--- src/rtl/rv_mem_pkg.sv ---
`default_nettype none
// ============================================================================
// Package     : rv_mem_pkg
// Description : RV32I load/store width codes, byte-enable patterns, the
//               MEM-stage FSM encoding and the access legality check.
// Revision    : 1.0 - initial release
// ============================================================================
package rv_mem_pkg;

    localparam logic [2:0] c_F3_B  = 3'b000;
    localparam logic [2:0] c_F3_H  = 3'b001;
    localparam logic [2:0] c_F3_W  = 3'b010;
    localparam logic [2:0] c_F3_BU = 3'b100;
    localparam logic [2:0] c_F3_HU = 3'b101;

    localparam logic [3:0] c_BE_BYTE = 4'b0001;
    localparam logic [3:0] c_BE_HALF = 4'b0011;
    localparam logic [3:0] c_BE_WORD = 4'b1111;

    typedef enum logic [1:0] {
        ST_IDLE = 2'd0,
        ST_WAIT = 2'd1,
        ST_DONE = 2'd2
    } mau_state_t;

    // funct3[1:0] encodes the access size for both loads and stores.
    function automatic logic access_ok(input logic       is_load,
                                       input logic [2:0] f3,
                                       input logic [1:0] addr_lo);
        logic code_ok;
        logic align_ok;
        if (is_load)
            code_ok = f3 inside {c_F3_B, c_F3_H, c_F3_W, c_F3_BU, c_F3_HU};
        else
            code_ok = f3 inside {c_F3_B, c_F3_H, c_F3_W};
        case (f3[1:0])
            2'b01:   align_ok = ~addr_lo[0];
            2'b10:   align_ok = (addr_lo == 2'b00);
            default: align_ok = 1'b1;
        endcase
        return code_ok & align_ok;
    endfunction

endpackage
`default_nettype wire

--- src/rtl/lsu_align.sv ---
`default_nettype none
// ============================================================================
// Module      : lsu_align
// Description : Store lane replication / byte enables and load byte/half
//               extraction with sign or zero extension. Purely combinational.
// Revision    : 1.0 - initial release
// ============================================================================
module lsu_align
    import rv_mem_pkg::*;
#(
    parameter int XLEN = 32
) (
    input  logic [1:0]      st_size,
    input  logic [1:0]      st_addr_lo,
    input  logic [XLEN-1:0] st_data,
    output logic [XLEN-1:0] st_wdata,
    output logic [3:0]      st_be,
    input  logic [2:0]      ld_funct3,
    input  logic [1:0]      ld_addr_lo,
    input  logic [XLEN-1:0] ld_rdata,
    output logic [XLEN-1:0] ld_value
);

    logic [7:0]  w_byte;
    logic [15:0] w_half;

    assign w_byte = 8'(ld_rdata >> {ld_addr_lo, 3'b000});
    assign w_half = 16'(ld_rdata >> {ld_addr_lo[1], 4'b0000});

    always_comb begin
        st_wdata = st_data;
        st_be    = c_BE_WORD;
        case (st_size)
            2'b00: begin
                st_wdata = {(XLEN/8){st_data[7:0]}};
                st_be    = c_BE_BYTE << st_addr_lo;
            end
            2'b01: begin
                st_wdata = {(XLEN/16){st_data[15:0]}};
                st_be    = c_BE_HALF << {st_addr_lo[1], 1'b0};
            end
            default: ;
        endcase
    end

    always_comb begin
        case (ld_funct3)
            c_F3_B:  ld_value = {{(XLEN-8){w_byte[7]}}, w_byte};
            c_F3_BU: ld_value = {{(XLEN-8){1'b0}}, w_byte};
            c_F3_H:  ld_value = {{(XLEN-16){w_half[15]}}, w_half};
            c_F3_HU: ld_value = {{(XLEN-16){1'b0}}, w_half};
            default: ld_value = ld_rdata;
        endcase
    end

endmodule
`default_nettype wire

--- src/rtl/mem_access_unit.sv ---
`default_nettype none
// ============================================================================
// Module      : mem_access_unit
// Description : MEM-stage load/store unit: dmem req/ack handshake with
//               timeout, store alignment, load extension, memwb forwarding.
// Revision    : 1.0 - initial release
// ============================================================================
module mem_access_unit
    import rv_mem_pkg::*;
#(
    parameter int XLEN    = 32,
    parameter int TIMEOUT = 16
) (
    input  logic            clk,
    input  logic            rst,
    input  logic            valid_in,
    input  logic            mem_read_in,
    input  logic            mem_write_in,
    input  logic [2:0]      funct3_in,
    input  logic [XLEN-1:0] addr_in,
    input  logic [XLEN-1:0] store_data_in,
    input  logic [XLEN-1:0] result_in,
    input  logic [XLEN-1:0] sum_out_in,
    input  logic [1:0]      controlRF_in,
    input  logic            we_in,
    input  logic [4:0]      rd_in,
    output logic            dmem_req,
    output logic            dmem_we,
    output logic [XLEN-1:0] dmem_addr,
    output logic [XLEN-1:0] dmem_wdata,
    output logic [3:0]      dmem_be,
    input  logic [XLEN-1:0] dmem_rdata,
    input  logic            dmem_ack,
    output logic            stall_out,
    output logic [XLEN-1:0] loadData_out,
    output logic [XLEN-1:0] result_out,
    output logic [XLEN-1:0] sum_out_out,
    output logic [1:0]      controlRF_out,
    output logic [4:0]      rd_out,
    output logic            we_out,
    output logic            fault_out,
    output logic            bus_err_out
);

    localparam int CNT_W = $clog2(TIMEOUT);

    mau_state_t       r_state;
    logic [CNT_W-1:0] r_cnt;
    logic             r_err;
    logic [XLEN-1:0]  r_load;
    logic             r_is_load;
    logic [2:0]       r_funct3;
    logic [1:0]       r_addr_lo;

    logic             w_is_mem;
    logic             w_legal;
    logic             w_start;
    logic             w_fault;
    logic [XLEN-1:0]  w_wdata;
    logic [XLEN-1:0]  w_ld_value;
    logic [3:0]       w_be;

    assign w_is_mem = valid_in & (mem_read_in | mem_write_in);
    assign w_legal  = ~(mem_read_in & mem_write_in) &
                      access_ok(mem_read_in, funct3_in, addr_in[1:0]);
    assign w_start  = (r_state == ST_IDLE) & w_is_mem & w_legal;
    assign w_fault  = (r_state == ST_IDLE) & w_is_mem & ~w_legal;

    // Load extraction works from the captured width/offset, not the live inputs.
    lsu_align #(.XLEN(XLEN)) u_align (
        .st_size    (funct3_in[1:0]),
        .st_addr_lo (addr_in[1:0]),
        .st_data    (store_data_in),
        .st_wdata   (w_wdata),
        .st_be      (w_be),
        .ld_funct3  (r_funct3),
        .ld_addr_lo (r_addr_lo),
        .ld_rdata   (dmem_rdata),
        .ld_value   (w_ld_value)
    );

    always_ff @(posedge clk or negedge rst) begin
        if (!rst) begin
            r_state    <= ST_IDLE;
            r_cnt      <= '0;
            r_err      <= 1'b0;
            r_load     <= '0;
            r_is_load  <= 1'b0;
            r_funct3   <= '0;
            r_addr_lo  <= '0;
            dmem_req   <= 1'b0;
            dmem_we    <= 1'b0;
            dmem_addr  <= '0;
            dmem_wdata <= '0;
            dmem_be    <= '0;
        end else begin
            case (r_state)
                ST_IDLE: begin
                    if (w_start) begin
                        dmem_req   <= 1'b1;
                        dmem_we    <= mem_write_in;
                        dmem_addr  <= {addr_in[XLEN-1:2], 2'b00};
                        dmem_wdata <= w_wdata;
                        dmem_be    <= w_be;
                        r_is_load  <= mem_read_in;
                        r_funct3   <= funct3_in;
                        r_addr_lo  <= addr_in[1:0];
                        r_cnt      <= '0;
                        r_err      <= 1'b0;
                        r_state    <= ST_WAIT;
                    end
                end
                ST_WAIT: begin
                    if (dmem_ack) begin
                        dmem_req <= 1'b0;
                        dmem_we  <= 1'b0;
                        r_load   <= r_is_load ? w_ld_value : '0;
                        r_state  <= ST_DONE;
                    end else if (r_cnt == CNT_W'(TIMEOUT - 1)) begin
                        dmem_req <= 1'b0;
                        dmem_we  <= 1'b0;
                        r_err    <= 1'b1;
                        r_load   <= '0;
                        r_state  <= ST_DONE;
                    end else begin
                        r_cnt <= r_cnt + CNT_W'(1);
                    end
                end
                ST_DONE: begin
                    r_cnt   <= '0;
                    r_state <= ST_IDLE;
                end
                default: r_state <= ST_IDLE;
            endcase
        end
    end

    assign result_out    = result_in;
    assign sum_out_out   = sum_out_in;
    assign controlRF_out = controlRF_in;
    assign rd_out        = rd_in;

    // Held low while in reset so memwb never sees a write or stall.
    always_comb begin
        stall_out    = 1'b0;
        fault_out    = 1'b0;
        bus_err_out  = 1'b0;
        we_out       = 1'b0;
        loadData_out = '0;
        if (rst) begin
            case (r_state)
                ST_IDLE: begin
                    stall_out = w_start;
                    fault_out = w_fault;
                    we_out    = valid_in & we_in & ~w_is_mem;
                end
                ST_WAIT: stall_out = 1'b1;
                ST_DONE: begin
                    we_out       = we_in & ~r_err;
                    bus_err_out  = r_err;
                    loadData_out = r_load;
                end
                default: ;
            endcase
        end
    end

endmodule
`default_nettype wire

--- config.mk ---
export PLATFORM = sky130hd
export DESIGN_NAME = mem_access_unit
export DESIGN_NICKNAME = d
export VERILOG_FILES = /design/src/rtl/rv_mem_pkg.sv /design/src/rtl/lsu_align.sv /design/src/rtl/mem_access_unit.sv
export SDC_FILE = /design/constraint.sdc
export NUM_CORES = 1
export LEC_CHECK = 0
export CAP_MARGIN = 15
export CORE_AREA = 4 4 134 136
export CTS_CLUSTER_DIAMETER = 80
export CTS_CLUSTER_SIZE = 28
export DETAILED_ROUTE_END_ITERATION = 10
export DIE_AREA = 0 0 138 140
export PLACE_DENSITY = 0.74
export SLEW_MARGIN = 5
export SYNTH_ARGS = -nofsm -noshare
export SYNTH_HDL_FRONTEND = slang
export SYNTH_SLANG_ARGS = --single-unit
export TNS_END_PERCENT = 5
--- constraint.sdc ---
create_clock -name clk -period 6.9 [get_ports clk]
set_clock_uncertainty 0.1 [all_clocks]
set_input_delay 1.38 -clock clk [delete_from_list [all_inputs] [get_ports clk]]
set_output_delay 1.38 -clock clk [all_outputs]
set_load 0.01 [all_outputs]
-- Word level (Yosys, flattened, before mapping)
Cells that the tools add are included.
- shift-type cells: 4
- reduce and logical (&&, ||, !) cells: 16
- eq/ne operators: 17
- add/sub/neg operators: 1
- mux-type cells: 36
- bitwise logic cells: 16
- operators with widths (kind ; count):
    $mux 32 ; 5
    $pmux 32 s4 ; 1
    $pmux 32 s2 ; 1
    $shr 32x5->16 ; 1
    $shr 32x5->8 ; 1
    $mux 1 ; 14
    $eq 3x3->1 const B ; 4
    $mux 4 ; 3
    $pmux 1 s2 ; 6
    $pmux 4 s3 ; 1
    $and 1x1->1 ; 10
    $ne 2x2->1 const B ; 4
    $pmux 4 s2 ; 1
    $reduce_and 4->1 ; 2
    $eq 3x1->1 const B ; 2
    $logic_not 2->1 ; 3
    $logic_not 3->1 ; 2
    $mux 2 ; 3
    $reduce_and 2->1 ; 3
    $reduce_bool 3->1 ; 2
    $not 1->1 ; 5
    $reduce_bool 5->1 ; 1
    $add 4x1->4 const B ; 1
    $eq 2x1->1 const B ; 2
    10 further kinds ; 12
- logic and storage cells: 102
- output and inout port bits: 177
- flip-flop bits (word level): 113
- bits of input ports: 177

-- Logic depth before layout (Yosys ltp)
Gate-level depths: netlist (run 1).
- word-level depth: 9
- gate-level depth with buffers: 9
- depth with buffers taken out: 6

-- Cells and area by module
A second synthesis (run 1) with hierarchy kept.
- cell total of the unflattened synthesis: 589
- area total of the unflattened synthesis: 6602.6 um^2
- by module, submodules not included (module ; cells each ; seq. area each (um^2) ; area an instance (um^2) ; times used):
    mem_access_unit ; 410 ; 2827.7 ; 5457.7 ; 1
    lsu_align ; 179 ; 0.0 ; 1144.8 ; 1

-- Worst setup path before layout (run 1)
No wires, ideal clock.
- kind: in2out
- start: in funct3_in[1]
- end: out stall_out
- path buffers: 3
- slack: 2.466 ns
- arrival: 2.954 ns
- stages on the path: 9
- data required time: 5.420 ns
- cells stage by stage: inv_1 ha_1 buf_2 nor2_1 a221oi_2 and3_1 buf_2 buf_2 o211a_1
- word-level cells in the longest chain between the ends: 8
- elaborated cells on any way between the ends: 16
- those cells by class: eq/ne: 6; mux: 4; bitwise: 3; reduce/logical: 3
- RTL lines (item ; RTL line ; RTL):
    start: declaration ; mem_access_unit.sv:19 ; input logic [2:0] funct3_in,
    $eq 3x1->1, or another cell as far along ; rv_mem_pkg.sv:33, rv_mem_pkg.sv:35 ;
    $reduce_bool 5->1 / $reduce_bool 3->1 (equally long branches) ; rv_mem_pkg.sv:33, rv_mem_pkg.sv:35 ;
    $mux 1 ; rv_mem_pkg.sv:32 ; if (is_load)
    $and 1x1->1 * ; rv_mem_pkg.sv:41 ; return code_ok & align_ok;
    $and 1x1->1 * ; mem_access_unit.sv:64 ; assign w_legal = ~(mem_read_in & mem_write_in) &
    $and 1x1->1 * ; mem_access_unit.sv:66 ; assign w_start = (r_state == ST_IDLE) & w_is_mem & w_legal;
    $pmux 1 s2 * ; mem_access_unit.sv:151 ; case (r_state)
    $mux 1 * ; mem_access_unit.sv:150 ; if (rst) begin
    end: declaration ; mem_access_unit.sv:34 ; output logic stall_out,
Every way passes the cells marked *; elsewhere a longest branch is shown, timed or not.

-- Final worst setup path (run 1)
Same ends and word-level chain as after synthesis.

==> results by group, run 1 <==
Status
  – Status: completed

Die
  – Initial Util: 36.5%
  – I/O pin cnt: 354
  – Die outline width: 138 µm
  – Core footprint: 0.0169 mm²
  – Total die area: 0.0193 mm²
  – Row Count: 48
  – Chip Height: 140 µm

Drt
  – Top layer used by detailed routing: met4
  – Wire per inst: 19.4 µm
  – Initial DRC Count: 353
  – Number of iterations in the first detailed-routing pass: 5
  – Met1 routed wirelength after detailed routing: 6890 µm
  – Met2 wire len: 8540 µm
  – Total via count after detailed routing: 4757
  – Met3 wire length: 1930 µm
  – DR DRC count: 0
  – Vias per Instance: 5.16
  – Detailed Route WL: 17900 µm
  – Routed Antenna Nets: 0

Clock network
  – Longest Clk Path Bufs: 2
  – Clk slew on worst S/H paths: 60 ps
  – Clock insertion delay at the later pin of the skew report: 410 ps
  – CTS sink count: 113
  – TritonCTS Buffers: 17
  – Root Buffer: clkbuf_16
  – Cells resized by post-CTS repair: 0
  – CTS H-Tree Depth: 4
  – Buffers inserted by post-CTS timing repair: 0
  – Post-CTS Hold Fix Bufs: 0
  – Clock tree from TritonCTS: done

Global routing
  – First-pass GRT wire length: 28400 µm
  – GRT Resource Usage Total: 18.4%
  – Maximum number of pins on one net before global-route repair: 65
  – Vias in the first global route: 5106
  – Global-route congestion overflow total: 0
  – Initial antenna violation count: 0

Worst setup path
  – CP max stage cell: clkdlybuf4s50_1
  – List of cells traversed by the critical path: clkdlybuf4s50_1 > inv_1 > ha_1 > nor2_1 > buf_4 > a221oi_2 > and3_2 > o211a_1 > clkdlybuf4s50_1
  – Classification of the worst setup path: in2out
  – Startpoint of the worst register-to-register path: r_funct3[0]
  – Crit path from: funct3_in[1]
  – Worst endpoint data arrival time: 4380 ps
  – WP data required: 5420 ps
  – Gate family responsible for the most delay along the worst path: buffers and inverters
  – Category of the worst setup path capture point: output port
  – Max FO, Critical Path: 21
  – Stage delay of the slowest cell on the critical path: 550 ps
  – Count of buffer and inverter cells on the critical path: 4
  – Critical Path Most Common Cell: clkdlybuf4s50_1
  – Startpoint types: input port

Timing
  – Setup tns final: 0 ps
  – Number of pins with negative max-slew slack in the final report: 0
  – Achievable clock frequency: 0.171 GHz
  – Final cycle utilization of the critical path: 84.9%
  – Fin. Hold Viols: 0
  – Slew margin rel.: 31.7%
  – Final count of negative-setup-slack endpoints: 0
  – Unrepaired setup endpoints after global routing: no
  – Worst slew pin tran: 1030 ps
  – Min cycle time layout: 5860 ps

Synth
  – Number of distinct library cells after synthesis: 58
  – Number of flops mapped to enable cells by yosys: 0
  – Synthesized area: 0.00618 mm²
  – Number of synthesis warnings: 0
  – Post-synthesis register bit count: 113
  – Proportion of synthesized chip area in sequential cells: 45.8%
  – Post-synth ARST share: 100%
  – Primary FF master, synth: dfrtp_1
  – Syn Area/Cell: 11.1 µm²
  – Cell count after synthesis: 556

Place
  – Buffers on Ports: 209
  – Final weighted congestion in routability-driven placement: 0.832
  – Placed wire-length estimate: 13300 µm
  – Placed cell area: 0.00786 mm²

Pwr
  – Leakage dissipation: 3.61 nW
  – Clock share of power: 28.9%
  – Psw: 0.000900 W
  – Switching part of the total power: 30.9%
  – Portion of total power attributed to combinational logic: 32.7%
  – Tot Pwr: 0.00291 W
  – Power per unit of standard cell area: 346 mW/mm²
  – Flop pwr share: 38.4%
  – Peak ir drop on the vdd network: 186 µV
  – Pint: 0.00201 W

Finish
  – Layout area overhead: 36.5%
  – Area occupied by multi-input gates: 0.00256 mm²
  – # nets final: 865
  – Proportion of layout cells with a drive suffix above 1: 17.9%
  – Final non-filler cell area: 0.00843 mm²
  – Fill cell count: 1513
  – Flip-flop and latch area: 0.00283 mm²
  – Count of inserted antenna diode cells: 0

Min path
  – Type of the most critical hold path: reg2reg
  – Hold path startpoint: r_load[8]

Job
  – Number of maximum-capacitance constraint violations: 0
-- power groups by stage --
stage / sequential (W) / combinational, W / clock (W)
floorplan: 0.00113 / 0.000466 / 0
global placement: 0.00110 / 0.000944 / 0
detailed placement: 0.00112 / 0.000960 / 0
CTS: 0.00112 / 0.000967 / 0.000866
global route: 0.00116 / 0.00103 / 0.000896
finish: 0.00112 / 0.000952 / 0.000842
-- registers in the layout, indices dropped and copies added (netlist names) --
signal / cells
r_load: 32
dmem_be: 4
dmem_addr: 30
r_state: 2
r_addr_lo: 2
r_is_load: 1
dmem_wdata: 32
r_funct3: 3
r_cnt: 4
dmem_req: 1
r_err: 1
dmem_we: 1
-- path summary, 6_finish.rpt --
| path | slack, ps | end | cells past startpoint |
|---|---|---|---|
| hold reg to reg | 370 | r_load[8] | 1 |
| max in group asynchronous | 4540 | dmem_addr[12] | 2 |
| min in group asynchronous | 960 | dmem_wdata[4] | 1 |
| hold / removal | 370 | r_load[8] | 1 |
| setup / recovery | 1040 | stall_out | 9 |
| setup reg to reg | 4160 | r_load[29] | 4 |
-- layout by cell type, fill, tap and decap left out, types with 11 or more instances in the layout --
cell | netlist | final
o21ai_0 | 17 | 17
dfrtp_1 | 113 | 113
and2_1 | 34 | 34
a221o_2 | 16 | 16
nor2_1 | 13 | 13
nand2_1 | 48 | 48
mux2_2 | 63 | 63
inv_1 | 15 | 15
clkdlybuf4s50_1 | 0 | 208
clkbuf_16 | 0 | 17
a22o_1 | 11 | 11
mux2_1 | 18 | 18
-- through the flow --
stage | instances | hold slack [ps] | worst slack (ps) | util (%)
floorplan | 557 | 341 | 2470 | -
global placement | 890 | 355 | 1070 | 46.4
detailed placement | 890 | 362 | 1030 | 46.4
CTS | 922 | 376 | 1030 | 49.8
global route | 922 | 388 | 809 | 49.8
finish | 922 | 370 | 1040 | 49.8
-- cell usage after synthesis (4+ instances only) --
| cell | instances | area [µm²] |
|---|---|---|
| o221ai_1 | 6 | 52.6 |
| nand2b_1 | 6 | 37.5 |
| dfrtp_1 | 113 | 2830 |
| o22ai_1 | 5 | 31.3 |
| ha_1 | 4 | 50.1 |
| mux2_2 | 63 | 709 |
| o21ai_0 | 17 | 85.1 |
| and2_1 | 34 | 213 |
| inv_1 | 15 | 56.3 |
| buf_6 | 6 | 67.6 |
| a22oi_1 | 8 | 60.1 |
| buf_2 | 9 | 45.0 |
| a32o_1 | 5 | 50.1 |
| a221o_2 | 16 | 180 |
| buf_4 | 74 | 556 |
| mux2_1 | 18 | 203 |
| a21oi_1 | 5 | 25.0 |
| clkbuf_1 | 15 | 56.3 |
| a21o_1 | 6 | 45.0 |
| nor2_1 | 13 | 48.8 |
| a221oi_1 | 8 | 70.1 |
| a22o_1 | 11 | 96.3 |
| nand2_1 | 48 | 180 |
-- logic make-up after synthesis --
logic type / Yosys count / synth area share, %
AO/OA/AOI/OAI: 101 / 13.6
XOR/XNOR: 3 / 0.425
adder cells (fa/ha/maj): 4 / 0.810
buffers and inverters: 122 / 12.9
flip-flops: 113 / 45.8
multiplexers: 85 / 15.7
other: 1 / 0.0607
AND/OR/NAND/NOR: 127 / 10.7
-- layer usage --
metal  up-vias  GRT usage [%]
met2       262           30.7
met3        42           8.30
met5         -              0
met4         0           7.75
met1      2292           20.5
li1       2161              -
-- worst reg2reg max path: cells and delay by family (launching register included) --
| family | cells | cell delay [ps] |
|---|---|---|
| and+or+nand+nor | 1 | 480 |
| AOI/OAI and AO/OA | 3 | 1490 |
| DFF | 1 | 610 |
-- final cells by class --
type / count / area share, %
Clock buffer: 18 / 5.21
Clock inverter: 14 / 1.56
Inverter: 15 / 0.668
Multi-Input combinational cell: 322 / 30.4
Sequential cell: 113 / 33.5
Tap cell: 225 / 3.34
Timing Repair Buffer: 215 / 25.3
Note: power is estimated with default switching activity, not from simulation.
==> run 2: changes to the inputs <==
CORE_AREA = 4 4 135 137   (was 4 4 134 136)
DIE_AREA = 0 0 139 141   (was 0 0 138 140)
PLACE_DENSITY = 0.73   (was 0.74)
clock period = 5.6 ns   (was 6.9 ns; I/O delays follow)
==> run 2 against run 1 <==
Net effect:
- global-route usage is 0.13 points lower
- critical path type unchanged
- non-clock buffer count grew 2
- sequential cell count did not move
- largest cell class unchanged
- first-iteration DRC count fell by 53%
- worst setup slack lost 260 ps
- combinational power is 23% higher
- core utilization is 0.35 points lower
- register-to-register slack worse by 1300 ps
- hold slack about the same
- wire length is 1.7% higher
==> results by group, run 2 (same netlist as run 1, synthesis figures left out) <==
Drt
  – Vias per Instance: 5.24 (+1.5%)
  – DR DRC count: 0 (unchanged)
  – Total via count after detailed routing: 4834 (+1.6%)
  – Detailed Route WL: 18200 µm (+1.7%)
  – Number of iterations in the first detailed-routing pass: 4 (-1)
  – Initial DRC Count: 167 (-53%)
  – Wire per inst: 19.7 µm (+1.6%)
  – Routed Antenna Nets: 0 (unchanged)

Place
  – Buffers on Ports: 209 (unchanged)
  – Placed cell area: 0.00788 mm² (+0.19%)
  – Final weighted congestion in routability-driven placement: 0.822 (-1.2%)
  – Placed wire-length estimate: 13400 µm (+0.90%)

Finish
  – Commonest non-fill, non-tap cell in the layout: clkdlybuf4s50_1
  – Fill cell count: 1516 (+0.20%)
  – # nets final: 867 (+0.23%)
  – Layout area overhead: 36.5% (unchanged)
  – Final non-filler cell area: 0.00843 mm² (unchanged)
  – Commonest cells after routing, fill and taps aside: 208 x clkdlybuf4s50_1, 113 x dfrtp_1, 63 x mux2_2, 48 x nand2_1, 34 x and2_1
  – Flip-flop and latch area: 0.00283 mm² (unchanged)
  – Proportion of layout cells with a drive suffix above 1: 17.9% (-0.026 points)
  – Largest registers: dmem_wdata: 32 flops, r_load: 32 flops, dmem_addr: 30 flops
  – Count of inserted antenna diode cells: 0 (unchanged)
  – Fraction of the core area covered by cells at the end of the flow: 49.4% (-0.35 points)
  – Area occupied by multi-input gates: 0.00256 mm² (unchanged)

Die
  – Row Count: 48 (unchanged)
  – Die outline width: 139 µm (+0.72%)
  – I/O pin cnt: 354 (unchanged)
  – Core footprint: 0.0171 mm² (+0.71%)
  – Total die area: 0.0196 mm² (+1.4%)
  – Initial Util: 36.2% (-0.26 points)
  – Chip Height: 141 µm (+0.71%)

Worst setup path
  – Worst endpoint data arrival time: 3600 ps (-780 ps)
  – Reg2Reg Depth: 4 (unchanged)
  – Max FO, Critical Path: 8 (-62%)
  – Reg2Reg Capture Point: r_load[16]
  – Category of the worst setup path capture point: output port
  – WP data required: 4380 ps (-1040 ps)
  – Register-to-register setup slack: 2900 ps (-1260 ps)
  – Startpoint types: input port
  – Startpoint of the worst register-to-register path: r_funct3[0]
  – Classification of the worst setup path: in2out

Global routing
  – GRT Resource Usage Total: 18.3% (-0.13 points)
  – Initial antenna violation count: 0 (unchanged)
  – First-pass GRT wire length: 28400 µm (-0.29%)
  – Global-route congestion overflow total: 0 (unchanged)
  – Maximum number of pins on one net before global-route repair: 62 (-4.6%)
  – Vias in the first global route: 5216 (+2.2%)

Timing
  – Fin. Hold Viols: 0 (unchanged)
  – Worst slew pin tran: 981 ps (-44.4 ps)
  – Final cycle utilization of the critical path: 86.1%
  – Slew margin rel.: 34.6% (+3.0 points)
  – Achievable clock frequency: 0.207 GHz
  – Unrepaired setup endpoints after global routing: no
  – Min cycle time layout: 4820 ps
  – Final count of negative-setup-slack endpoints: 0 (unchanged)
  – Number of pins with negative max-slew slack in the final report: 0 (unchanged)
  – Setup tns final: 0 ps (unchanged)

Pwr
  – Power per unit of standard cell area: 423 mW/mm² (+22%)
  – Psw: 0.00109 W (+21%)
  – Leakage dissipation: 3.61 nW (about the same)
  – Portion of total power attributed to combinational logic: 32.9% (+0.2 points)
  – Clock share of power: 28.4% (-0.5 points)
  – Peak ir drop on the vdd network: 241 µV (+29%)
  – Flop pwr share: 38.7% (+0.3 points)
  – Switching part of the total power: 30.5% (-0.35 points)
  – Pint: 0.00248 W (+23%)

Clock network
  – Clk slew on worst S/H paths: 50 ps (about the same)
  – CTS sink count: 113 (unchanged)
  – CTS H-Tree Depth: 4 (unchanged)
  – Post-CTS Hold Fix Bufs: 0 (unchanged)
  – Clock tree from TritonCTS: done
  – TritonCTS Buffers: 17 (unchanged)
  – Root Buffer: clkbuf_16
  – Longest Clk Path Bufs: 2 (unchanged)
  – Clock insertion delay at the later pin of the skew report: 410 ps (about the same)
  – Buffers inserted by post-CTS timing repair: 0 (unchanged)
  – Cells resized by post-CTS repair: 0 (unchanged)

Job
  – Number of maximum-capacitance constraint violations: 0 (unchanged)

Status
  – Status: completed

Min path
  – Min-Delay Endpoint: r_load[8]
  – Hold path startpoint: r_load[8]
  – Type of the most critical hold path: reg2reg
  – Number of instances on the worst hold path: 1 (unchanged)
## run 2: worst max-delay path by stage
stage | startpoint | end | slack, ps
4_1_cts | funct3_in[1] | stall_out | 730
5_1_grt | funct3_in[1] | stall_out | 560
6_report | funct3_in[1] | stall_out | 780
3_3_place_gp | funct3_in[1] | stall_out | 780
3_5_place_dp | funct3_in[1] | stall_out | 750
2_1_floorplan | funct3_in[1] | stall_out | 1690
## run 2: final cells by class
cell class	count	area share [%]
Clock buffer	19	5.25
Multi-Input combinational cell	322	30.4
Clock inverter	12	1.34
Timing Repair Buffer	217	25.5
Inverter	15	0.668
Tap cell	225	3.34
Sequential cell	113	33.5
## run 2: critical path, cell delays in order
cell,delay (ps)
clkdlybuf4s50_1,550
inv_1,260
ha_1,240
nor2_1,80
a221oi_2,370
and3_2,270
o211a_1,140
clkdlybuf4s50_1,560
## run 2: per-stage QoR
| step | hold WS, ps | setup WS (ps) | instances | total power, W |
|---|---|---|---|---|
| finish | 369 | 778 | 923 | 0.00357 |
| global route | 392 | 565 | 923 | 0.00377 |
| CTS | 374 | 730 | 923 | 0.00362 |
| detailed placement | 362 | 752 | 892 | 0.00257 |
| global placement | 357 | 784 | 892 | 0.00252 |
| floorplan | 341 | 1690 | 557 | 0.00196 |
## run 2: per-layer routing
metal	part of all wire, %	up-vias	track usage, %
li1	-	2167	-
met5	0	-	0
met4	3.6	0	9.27
met3	9.8	49	7.60
met1	38	2370	19.4
met2	48	248	31.3
## run 2: power groups by stage
stage | clock (W) | combinational [W] | sequential (W)
detailed placement | 0 | 0.00118 | 0.00139
finish | 0.00101 | 0.00117 | 0.00138
global route | 0.00108 | 0.00127 | 0.00142
CTS | 0.00105 | 0.00119 | 0.00138
floorplan | 0 | 0.000574 | 0.00139
global placement | 0 | 0.00116 | 0.00136
